## src/rtl/mem_bus_arbiter.sv

```systemverilog
// Shares the single main-memory port between the I-cache (refills) and the D-cache
// (refills and write-backs). One access at a time, round-robin on ties.
module mem_bus_arbiter #(
    parameter int ADDR_WIDTH = 28,
    parameter int DATA_WIDTH = 128
) (
    input  logic                  CLK,
    input  logic                  RESET,
    input  logic                  ICACHE_READ,
    input  logic [ADDR_WIDTH-1:0] ICACHE_ADDR,
    output logic [DATA_WIDTH-1:0] ICACHE_READDATA,
    output logic                  ICACHE_BUSYWAIT,
    input  logic                  DCACHE_READ,
    input  logic                  DCACHE_WRITE,
    input  logic [ADDR_WIDTH-1:0] DCACHE_ADDR,
    input  logic [DATA_WIDTH-1:0] DCACHE_WRITEDATA,
    output logic [DATA_WIDTH-1:0] DCACHE_READDATA,
    output logic                  DCACHE_BUSYWAIT,
    output logic                  MEM_READ,
    output logic                  MEM_WRITE,
    output logic [ADDR_WIDTH-1:0] MEM_ADDR,
    output logic [DATA_WIDTH-1:0] MEM_WRITEDATA,
    input  logic [DATA_WIDTH-1:0] MEM_READDATA,
    input  logic                  MEM_BUSYWAIT
);

    typedef enum logic [1:0] {
        IDLE    = 2'd0,
        GRANT_I = 2'd1,
        GRANT_D = 2'd2
    } state_t;

    state_t state_q, state_d;
    // 1 when the most recent completed access belonged to the D-cache
    logic   last_d_q, last_d_d;

    logic req_i;
    logic req_d;

    assign req_i = ICACHE_READ;
    assign req_d = DCACHE_READ | DCACHE_WRITE;

    // Caches only latch on their own busywait-low cycle, so data is simply broadcast.
    assign ICACHE_READDATA = MEM_READDATA;
    assign DCACHE_READDATA = MEM_READDATA;

    always_ff @(posedge CLK) begin
        if (RESET) begin
            state_q  <= IDLE;
            last_d_q <= 1'b0;
        end else begin
            state_q  <= state_d;
            last_d_q <= last_d_d;
        end
    end

    always_comb begin
        state_d         = state_q;
        last_d_d        = last_d_q;
        MEM_READ        = 1'b0;
        MEM_WRITE       = 1'b0;
        MEM_ADDR        = '0;
        MEM_WRITEDATA   = '0;
        ICACHE_BUSYWAIT = req_i;
        DCACHE_BUSYWAIT = req_d;

        case (state_q)
            IDLE: begin
                if (req_i && req_d) begin
                    state_d = last_d_q ? GRANT_I : GRANT_D;
                end else if (req_d) begin
                    state_d = GRANT_D;
                end else if (req_i) begin
                    state_d = GRANT_I;
                end
            end

            GRANT_I: begin
                MEM_ADDR        = ICACHE_ADDR;
                // Strobe follows the request so a flush drops it in the same cycle.
                MEM_READ        = req_i;
                ICACHE_BUSYWAIT = MEM_BUSYWAIT;
                if (!req_i) begin
                    state_d = IDLE;
                end else if (!MEM_BUSYWAIT) begin
                    state_d  = IDLE;
                    last_d_d = 1'b0;
                end
            end

            GRANT_D: begin
                MEM_ADDR        = DCACHE_ADDR;
                MEM_WRITEDATA   = DCACHE_WRITEDATA;
                MEM_WRITE       = DCACHE_WRITE;
                MEM_READ        = DCACHE_READ & ~DCACHE_WRITE;
                DCACHE_BUSYWAIT = MEM_BUSYWAIT;
                if (!req_d) begin
                    state_d = IDLE;
                end else if (!MEM_BUSYWAIT) begin
                    state_d  = IDLE;
                    last_d_d = 1'b1;
                end
            end

            default: begin
                state_d = IDLE;
            end
        endcase
    end

endmodule

```

## config.mk

```make
export PLATFORM = sky130hd
export DESIGN_NAME = mem_bus_arbiter
export DESIGN_NICKNAME = d
export VERILOG_FILES = /design/src/rtl/mem_bus_arbiter.sv
export SDC_FILE = /design/constraint.sdc
export NUM_CORES = 1
export LEC_CHECK = 0
export BUFFER_PORTS_ARGS = -buffer_cell sky130_fd_sc_hd__buf_4
export CAP_MARGIN = 40
export CORE_AREA = 2 2 282 284
export DETAILED_ROUTE_END_ITERATION = 6
export DIE_AREA = 0 0 284 286
export GPL_TIMING_DRIVEN = 0
export PLACE_DENSITY_LB_ADDON = 0.1
export RECOVER_POWER = 25
export SYNTH_ARGS = -nofsm -noshare
export SYNTH_HDL_FRONTEND = slang
export SYNTH_SLANG_ARGS = --single-unit
export TNS_END_PERCENT = 50
```

## constraint.sdc

```tcl
create_clock -name CLK -period 2.3 [get_ports CLK]
set_input_delay 0.23 -clock CLK [delete_from_list [all_inputs] [get_ports CLK]]
set_output_delay 0.23 -clock CLK [all_outputs]
set_load 0.03 [all_outputs]
```

# [Word level (Yosys, flattened, before mapping)]
# Index checks and enable logic that the tools add are counted.
[word_totals] register_bits=3 in_bits=318 word_cells=35
[classes] n_eq_ne=7 mux=19 bitwise=3 reduce_logical=4
[ops] op="128-bit 2-to-1 mux" count=1
[ops] op="28-bit one-hot mux with 2 select lines" count=1
[ops] op="2-bit 2-to-1 mux" count=7
[ops] op="2-bit != test, second input constant" count=4
[ops] op="1-bit 2-to-1 mux" count=7
[ops] op="2-bit one-hot mux with 3 select lines" count=1
[ops] op="5-bit AND reduction" count=1
[ops] op="4-bit != test, second input constant" count=1
[ops] op="1-bit one-hot mux with 2 select lines" count=2
[ops] op="2-bit by 1-bit equality test with 1-bit output, second input constant" count=1
[ops] op="2-bit equality test, second input constant" count=1
[ops] op="2-bit logical NOT" count=1
[ops] op="2-bit nonzero test" count=1
[ops] op="1-bit bitwise AND" count=1
[ops] op="1-bit logical AND" count=1
[ops] op="1-bit inverter" count=1
[ops] op="1-bit OR" count=1

# [Logic depth before layout (Yosys ltp)]
# Gate-level depths: netlist of the first run.
[logic_depth] depth_word=4 mapped_depth=6 mapped_depth_nobuf=6

# [Least setup slack after synthesis of the first run]
# OpenSTA, ideal clock, no wires.
[synth_path] kind="register to output" from="reg state_q[0]" to="out MEM_READ" arrival_ns=1.742 slack_ns=0.328 stages_incl_launch_ff=6 n_path_buf=1 cell_sequence="dfxtp_1 -> inv_1 -> ha_1 -> clkbuf_1 -> nand3b_1 -> a21boi_0"
[synth_via] elab_chain_cells=2 elab_cells_between_ends=3 classes_between="eq/ne (2); mux (1)"
[synth_lines] item="from (decl)" line="33" rtl="state_t state_q, state_d;"
[synth_lines] item="from (signal assigned)" line="52" rtl="state_q <= state_d;"
[synth_lines] item="2-bit equality test / 2-bit by 1-bit equality test with 1-bit output (equally long branches)" line="67" rtl="case (state_q)"
[synth_lines] item="1-bit one-hot mux with 2 select lines *" line="67"
[synth_lines] item="to (decl)" line="19" rtl="output logic MEM_READ,"
# Every way passes the cells marked *; elsewhere a longest branch is shown, timed or not.

# [Final worst setup path of the first run]
[layout_path] from="reg state_q[0]" to="out MEM_WRITEDATA[83]"
[layout_via] elab_chain_cells=2
[layout_lines] item="2-bit equality test" line="67"
[layout_lines] item="128-bit 2-to-1 mux" line="67"
[layout_lines] item="to (decl)" line="22" rtl="output logic [DATA_WIDTH-1:0] MEM_WRITEDATA,"
# No other way between the ends.

==> impl_metrics.tcl, run 1 <==
set metrics [dict create \
    clk_latency_ps 220 \
    cts_tree "done" \
    clk_pin_slew_worst_paths_ps 30 \
    synth_nets 829 \
    num_rows 103 \
    dp_hpwl_mm 27.1 \
    setup_ws_ps 192 \
    power.density_mw_per_mm2 334 \
    synth_ff_type "dfxtp_1" \
    layout.nets 1441 \
    drv_slew 0 \
    grt_usage 0.0656 \
    end_kind "primary output" \
    hold_viol_final 0 \
    yosysTopAreaCell "buf_4" \
    outcome "finished clean" \
    crit_family "buffers and inverters" \
    clock.fmax_mhz 474 \
    maxCapViolations 0 \
    cts_sinks 3 \
    seqPwrFrac 0.021 \
    critical_path_buf_inv_count 4 \
    clock_skew_ps 2.43 \
    initial_core_util 0.0454 \
    crit_path_start_kind "register" \
    required_ps 2070 \
    synth_cell_type_count 28 \
    synth.top_cells.by_count "256 x buf_4, 131 x and2_1, 29 x nor2b_1" \
    antenna_found_initial 1 \
    synth_edf_count 0 \
    slew_headroom 0.744 \
    finish.utilization 0.117 \
    syn_inst 505 \
    timing.critical_path.cells "inv_1, ha_4, buf_12, buf_4, and2_1, buf_4" \
    syn_area_mm2 0.00356 \
    clk_path_buf_depth 2 \
    p_leak_nw 4.57 \
    ant_nets 0 \
    drt-initial-drc-count 77 \
    synth_seq_cells 3 \
    multi_input_area_mm2 0.00147 \
    cts_buffers 3 \
    via_count 5068 \
    yosysMostFrequentCell "buf_4" \
    synth.avg_cell_area_um2 7.05 \
    overflow 0 \
    fp.coreArea_mm2 0.0784 \
    clockPowerShare 0.090 \
    wl_per_cell_um 13.6 \
    finalCritPeriodShare 0.917 \
    via_per_inst 2.34 \
    drc 0 \
    ys_seq_area_frac 0.0169 \
    yosysWarnings 0 \
    drt-pass1-iter-count 4 \
    swShare 0.524 \
    regArea_um2 61.3 \
    synthDominantCellAreaShare 0.540 \
    numPortBuffers 605 \
    setup-tns-final_ps 0 \
    crit_fanout 10 \
    grt_pass1_vias 5257 \
    die_w_um 284 \
    cpMaxStageDelayCell "dfxtp_1" \
    area.growth.synth_to_final_pct 158 \
    setup_viol 0 \
    drt-total-wl_mm 29.6 \
    path_class "register to primary output" \
    whs_ps 310 \
    ys_top_cells_by_area "buf_4 54%, and2_1 23%, a22oi_1 5.9%" \
    die_area_mm2 0.0812 \
    peakVddDrop_uv 146 \
    hold_class "input port to register" \
    cts_max_level 1 \
    io_pins 734 \
    synthArstFlopShare 0 \
    p_switching_mw 1.61 \
    globalplace.congestion 0.730 \
    cp_slowest_stage_delay_ps 340 \
    rsz0062_at_grt "no" \
    min_period_ps 2110 \
    dpl_worst_slack_ps -326 \
    crit_arrival_ps 1880 \
    cts_root_buffer "clkbuf_16" \
    worst_pin_slew_ps 383 \
    grt_max_degree 11 \
    die_y_um 286 \
    comb_power_share 0.888 \
    cpMostUsedCell "buf_4" \
    fillers 9344 \
    grt_pass1_wl_mm 39.1 \
    p_int_mw 1.46 \
    drive_above_1_share 0.708 \
]
-- registers in the layout, indices dropped and copies added (netlist names) --
register,count
state_q,2
last_d_q,1
-- path summary, 6_finish.rpt --
check,startpoint,endpoint,slack [ps],cells after the start
worst max-delay path,state_q[0],MEM_WRITEDATA[83],190,6
worst max register to register,state_q[0],last_d_q,690,6
worst min register to register,last_d_q,last_d_q,520,2
worst min-delay path,RESET,last_d_q,310,3
-- through the flow --
| step | area [µm²] | instances | power [mW] |
|---|---|---|---|
| after detailed placement | 9420 | 2160 | 2.90 |
| final | 9180 | 2168 | 3.07 |
| after CTS | 9550 | 2166 | 3.22 |
| after floorplan | 3560 | 505 | 1.70 |
| after global placement | 9420 | 2160 | 2.92 |
| after global routing | 9170 | 2166 | 3.25 |
-- layout by cell type, fill, tap and decap left out, drive strengths merged --
cell type  instances
and2             131
a22oi             28
ha                 6
a211oi             1
a32oi              1
mux2i              1
o22ai              1
o311ai             1
nor2               3
nor2b             29
a21oi              4
a31oi              1
o21a               1
diode              2
nand3              1
inv                3
nand2b             3
a21boi             1
clkbuf           114
nand3b             1
buf              776
o211ai             1
nand2              3
mux2               1
dfxtp              3
nor3               1
-- tightest hold or removal path, cell delays in order --
cell and delay [ps]:
buf_4 90, nand2b_1 90, mux2i_1 60
-- cells by family after synthesis --
| logic type | after synthesis | synth area share |
|---|---|---|
| adder cells (fa/ha/maj) | 6 | 0.0211 |
| flip-flops | 3 | 0.0169 |
| AND/OR/NAND/NOR | 172 | 0.298 |
| multiplexers | 2 | 0.00597 |
| AO/OA/AOI/OAI | 40 | 0.0829 |
| buffers and inverters | 282 | 0.575 |
-- power by group through the flow --
stage	logic, mW	clock network, mW	registers, mW
2_1_floorplan	1.64	0	0.0618
3_3_place_gp	2.85	0	0.0643
3_5_place_dp	2.84	0	0.0641
4_1_cts	2.87	0.280	0.0644
5_1_grt	2.90	0.287	0.0663
6_report	2.72	0.277	0.0652
-- cell type report --
cell class,count,area share
antenna,2,0.000545
buffer,279,0.225
clock buffer,4,0.00859
inverter,3,0.00123
multi-input combinational,220,0.160
sequential,3,0.00668
tap,1050,0.143
timing repair buffer,607,0.455
-- routing by layer --
layer | up-vias | part of all wire | global-route usage
met5 | - | 0.00044 | 0
met3 | 6 | 0.069 | 0.0152
li1 | 2542 | - | -
met2 | 283 | 0.58 | 0.135
met4 | 2 | 0.0054 | 0.00855
met1 | 2235 | 0.34 | 0.0673
-- repair_timing --
item	in CTS	in global routing
pin swaps	0	1
setup buffers	2	0
gates resized for setup	8	12
hold endpoints to repair	0	0
hold buffers	0	0
endpoints found under the setup margin	149	19
(Power assumes the default switching activity.)
==> run 2: changes to the inputs <==
--- a/config.mk
+++ b/config.mk
@@ -5,11 +5,12 @@
 export SDC_FILE = /design/constraint.sdc
 export NUM_CORES = 1
 export LEC_CHECK = 0
+export ABC_AREA = 1
 export BUFFER_PORTS_ARGS = -buffer_cell sky130_fd_sc_hd__buf_4
 export CAP_MARGIN = 40
-export CORE_AREA = 2 2 282 284
+export CORE_AREA = 2 2 284 286
 export DETAILED_ROUTE_END_ITERATION = 6
-export DIE_AREA = 0 0 284 286
+export DIE_AREA = 0 0 286 288
 export GPL_TIMING_DRIVEN = 0
 export PLACE_DENSITY_LB_ADDON = 0.1
 export RECOVER_POWER = 25
==> run 2 against run 1 <==
Routed wire length is 1.5% higher. Design area is 1.3% higher. Worst setup slack worse by 40 ps. Via count is 14% higher. First-iteration DRC count is 53% higher. Combinational power hardly changed. Sequential share of layout area hardly changed. Power is 0.95% lower. Maximum frequency is 1.8% lower. Clock power is 2% lower. Non-clock buffer count is 1 lower. Utilization hardly changed.
==> impl_metrics.tcl, run 2 <==
set metrics [dict create \
    crit_arrival_ps 1920 \
    synthArstFlopShare 0 \
    hold_viol_final 0 \
    drt-initial-drc-count 118 \
    clk_latency_ps 220 \
    clock_skew_ps 0.246 \
    synthDominantCellAreaShare 0.537 \
    ys_top_cells_by_area "buf_4 54%, nand2_1 21%, inv_1 14%" \
    synth_ff_type "dfxtp_1" \
    post-cts-setup-buffers 0 \
    rsz0062_at_grt "no" \
    peakVddDrop_uv 131 \
    worst_pin_slew_ps 403 \
    dpl_worst_slack_ps 101 \
    numPortBuffers 605 \
    dp_hpwl_mm 27.8 \
    grt_pass1_vias 5665 \
    syn_inst 680 \
    syn_area_mm2 0.00373 \
    path_class "register to primary output" \
    antenna_found_initial 4 \
    clk_path_buf_depth 2 \
    synth_cell_type_count 13 \
    finalCritPeriodShare 0.934 \
    die_y_um 288 \
    drc 0 \
    cts_sinks 3 \
    clk_pin_slew_worst_paths_ps 30 \
    largest_reg_flops 2 \
    layout.nets 1614 \
    route.met2.wl_mm 17.6 \
    yosysTopAreaCell "buf_4" \
    ys_seq_area_frac 0.0161 \
    ant_nets 0 \
    layout_common_cells "768 x buf_4, 205 x nand2_1, 139 x inv_1" \
    via_per_inst 2.45 \
    fp.coreArea_mm2 0.0796 \
    grt_pass1_wl_mm 38.8 \
    hold_class "input port to register" \
    drive_above_1_share 0.609 \
    drt-total-wl_mm 30.0 \
    yosysMostFrequentCell "buf_4" \
    yosysWarnings 0 \
    synth_edf_count 0 \
    drt-pass1-iter-count 4 \
    die_area_mm2 0.0824 \
    cts_tree "done" \
    instances_no_fill 2350 \
    die_w_um 286 \
    clock.fmax_mhz 466 \
    via_count 5765 \
    initial_core_util 0.0468 \
    crit_path_start_kind "register" \
    setup_ws_ps 152 \
    cts_root_buffer "clkbuf_16" \
    reg_top3 "state_q x2, last_d_q x1" \
    overflow 0 \
    m1WireLength_mm 9.62 \
    grt_max_degree 11 \
    io_pins 734 \
    required_ps 2070 \
    drv_slew 0 \
    slew_headroom 0.733 \
    num_rows 104 \
    power.density_mw_per_mm2 327 \
    largest_register "state_q" \
    finish.utilization 0.117 \
    maxCapViolations 0 \
    globalplace.congestion 0.751 \
    outcome "finished clean" \
    cts_buffers 3 \
    setup-tns-final_ps 0 \
    top_layer "met5" \
    wl_per_cell_um 12.8 \
    placed_cells 2345 \
    final_common_cell "buf_4" \
    synth_nets 1004 \
    area.growth.synth_to_final_pct 149 \
    routed-wl-met3_mm 2.68 \
    min_period_ps 2150 \
    cts_max_level 1 \
    crit_fanout 10 \
    grt_usage 0.0639 \
    synth.top_cells.by_count "267 x buf_4, 205 x nand2_1, 139 x inv_1" \
    end_kind "primary output" \
    synth_seq_cells 3 \
    synth.avg_cell_area_um2 5.49 \
    p_leak_nw 5.59 \
    setup_viol 0 \
]
run 2: changes by cell type after synthesis, sizes merged, moves of 8 or more:
cell,delta
a21oi,+28
a22oi,-28
and2,-131
inv,+136
nand2,+203
nand3,+8
nor2b,-29
run 2: cells by family after synthesis:
logic type      Yosys count  synth area share
simple gates            218             0.224
flops                     3            0.0161
buf+inv                 419             0.694
fa+ha+maj                 6            0.0201
compound gates           34            0.0456
run 2: timing repair:
action | in CTS | in global routing
hold buffers | 0 | 0
endpoints found under the setup margin | 4 | 18
pin swaps | 0 | 0
gates resized for setup | 2 | 2
run 2: final timing paths:
path	start	endpoint	slack (ps)	cells past startpoint
worst min-delay path	RESET	last_d_q	190	2
worst max register to register	state_q[0]	last_d_q	830	7
worst max-delay path	state_q[0]	MEM_ADDR[26]	150	7
worst min register to register	last_d_q	last_d_q	470	2
run 2: metrics by stage:
stage          hold slack [ps]  total power, mW  instance area (µm²)
6_report                   195             3.04                 9300
5_1_grt                    203             3.24                 9300
4_1_cts                    192             3.20                 9680
3_5_place_dp               423             2.92                 9600
3_3_place_gp               414             2.93                 9600
2_1_floorplan              299             1.70                 3730
run 2: report_power, final:
| group | leakage, nW | total, mW | switching, mW | internal [mW] |
|---|---|---|---|---|
| Combinational | 5.53 | 2.70 | 1.62 | 1.09 |
| Sequential | 0.0246 | 0.0636 | 0.00655 | 0.0570 |
| Clock | 0.0382 | 0.272 | 0.0436 | 0.228 |
| Total | 5.59 | 3.04 | 1.67 | 1.37 |
run 2: final cells by class:
cell class                 instances  area [µm²]
antenna                            1        2.50
inverter                         139         522
sequential                         3        60.1
fill                            9501       70300
timing repair buffer             605        4150
buffer                           280        2080
tap                             1060        1330
multi-input combinational        258        1080
clock buffer                       4        78.8
run 2: per-layer routing:
layer	up-vias	track usage
li1	2889	-
met4	6	0.00353
met2	330	0.138
met5	-	0
met1	2532	0.0610
met3	8	0.0171
run 2: worst max-delay path: stages (launching register included):
cell and delay, ps:
dfxtp_1 430, inv_1 120, ha_1 300, inv_1 70
buf_2 250, clkbuf_4 280, a21oi_1 60, buf_4 170
==> run 3: changes to the inputs <==
==> constraint.sdc (replaced) <==
create_clock -name CLK -period 2.3 [get_ports CLK]
set_input_delay 0.46 -clock CLK [delete_from_list [all_inputs] [get_ports CLK]]
set_output_delay 0.46 -clock CLK [all_outputs]
set_load 0.03 [all_outputs]
==> run 3 against run 2 <==
Maximum frequency decreased by 1.2%. First-iteration DRC count down 19%. Routed wire length about the same. Critical endpoint unchanged. Register-to-register slack improved by 130 ps. Largest power group unchanged. Clock power is essentially flat.
==> impl_metrics.tcl, run 3 (synthesis gave the netlist of run 2 again) <==
set metrics [dict create \
    seqPwrFrac 0.021 \
    p_leak_nw 5.61 \
    hold_class "input port to register" \
    drv_slew 0 \
    setup-tns-final_ps 0 \
    final_common_cell "buf_4" \
    cp_slowest_stage_delay_ps 370 \
    num_rows 104 \
    end_kind "primary output" \
    clk_path_buf_depth 2 \
    clock.fmax_mhz 460 \
    swShare 0.545 \
    grt_max_degree 11 \
    fp.coreArea_mm2 0.0796 \
    via_per_inst 2.45 \
    area.growth.synth_to_final_pct 151 \
    via_count 5753 \
    p_int_mw 1.40 \
    clk_latency_ps 220 \
    largest_register "state_q" \
    overflow 0 \
    cts_tree "done" \
    layout_common_cells "764 x buf_4, 204 x nand2_1, 139 x inv_1" \
    io_pins 734 \
    ant_nets 0 \
    wl_per_cell_um 12.8 \
    p_switching_mw 1.67 \
    comb_power_share 0.891 \
    crit_fanout 10 \
    cpMostUsedCell "buf_4" \
    path_class "register to primary output" \
    grt_usage 0.0639 \
    power.density_mw_per_mm2 328 \
    ff2ff_path_depth 7 \
    dp_hpwl_mm 27.8 \
    crit_path_start_kind "register" \
    reg_top3 "state_q x2, last_d_q x1" \
    crit_arrival_ps 1710 \
    clock_skew_ps 0.246 \
    timing.critical_path.cells "inv_1, ha_1, inv_1, buf_4, buf_4, a21oi_1, buf_4" \
    drc 0 \
    layout.nets 1614 \
    drt-initial-drc-count 95 \
    slew_headroom 0.733 \
    n_antenna_cell 0 \
    finalCritPeriodShare 0.946 \
    rsz0062_at_grt "no" \
    cts_root_buffer "clkbuf_16" \
    drt-total-wl_mm 30.0 \
    cts_max_level 1 \
    whs_path_depth 2 \
    globalplace.congestion 0.751 \
    antenna_found_initial 4 \
    min_period_ps 2170 \
    setup_ws_ps 125 \
    drive_above_1_share 0.613 \
    hold_viol_final 0 \
    cts_sinks 3 \
    initial_core_util 0.0468 \
    cts_buffers 3 \
    grt_pass1_wl_mm 38.9 \
    die_w_um 286 \
    grt_pass1_vias 5681 \
    peakVddDrop_uv 132 \
    largest_reg_flops 2 \
    maxCapViolations 0 \
    die_y_um 288 \
    numPortBuffers 605 \
    required_ps 1840 \
    die_area_mm2 0.0824 \
    dpl_worst_slack_ps -129 \
    cpMaxStageDelayCell "dfxtp_2" \
    clockPowerShare 0.089 \
    setup_viol 0 \
    worst_pin_slew_ps 403 \
    clk_pin_slew_worst_paths_ps 30 \
    outcome "finished clean" \
    drt-pass1-iter-count 4 \
]
[run 3: metal layers]
metal / up-vias / global-route usage / share of wire
li1: 2887 / - / -
met1: 2516 / 0.0610 / 0.32
met2: 336 / 0.138 / 0.59
met3: 8 / 0.0171 / 0.094
met4: 6 / 0.00353 / 0.0017
met5: - / 0 / 0.0012
[run 3: final timing paths]
path	slack [ps]	endpoint	startpoint
max	130	MEM_ADDR[26]	state_q[0]
min	420	state_q[1]	RESET
max reg2reg	960	last_d_q	state_q[0]
min reg2reg	470	last_d_q	last_d_q
[run 3: power by group through the flow]
stage               Combinational (mW)  Clock (mW)  Sequential, mW
global route                      2.93       0.280          0.0658
floorplan                         1.64           0          0.0623
global placement                  2.87           0          0.0650
CTS                               2.88       0.277          0.0642
finish                            2.74       0.272          0.0643
detailed placement                2.85           0          0.0646
[run 3: final cells by class]
cell class              count  area [µm²]
clock buffers               4        78.8
well taps                1060        1330
plain buffers             280        2130
repair buffers            605        4150
fillers                  9500       70300
multi-input cells         258        1100
flip-flops and latches      3        62.6
inverters                 139         522
[run 3: per-stage QoR]
stage | hold slack, ps | cell area [µm²] | power (mW) | util | std cells
floorplan | 433 | 3730 | 1.70 | - | 680
global placement | 467 | 9600 | 2.93 | 0.121 | 2345
detailed placement | 462 | 9600 | 2.92 | 0.121 | 2345
CTS | 419 | 9720 | 3.22 | 0.122 | 2349
global route | 426 | 9370 | 3.28 | 0.118 | 2349
finish | 418 | 9370 | 3.07 | 0.118 | 2349
[run 3: repair_timing]
item | 4_1_cts | 5_1_grt
gates resized for setup | 15 | 13
gates cloned | 0 | 0
pin swaps | 0 | 0
hold buffers | 0 | 0
hold endpoints to repair | 0 | 0
setup endpoints to repair | 116 | 67
setup buffers | 0 | 0
[run 3: critical path, delay by kind of cell (launching register included)]
| kind | cells | cell delay [ps] |
|---|---|---|
| flops | 1 | 370 |
| fa+ha+maj | 1 | 280 |
| compound gates | 1 | 140 |
| buf+inv | 5 | 690 |
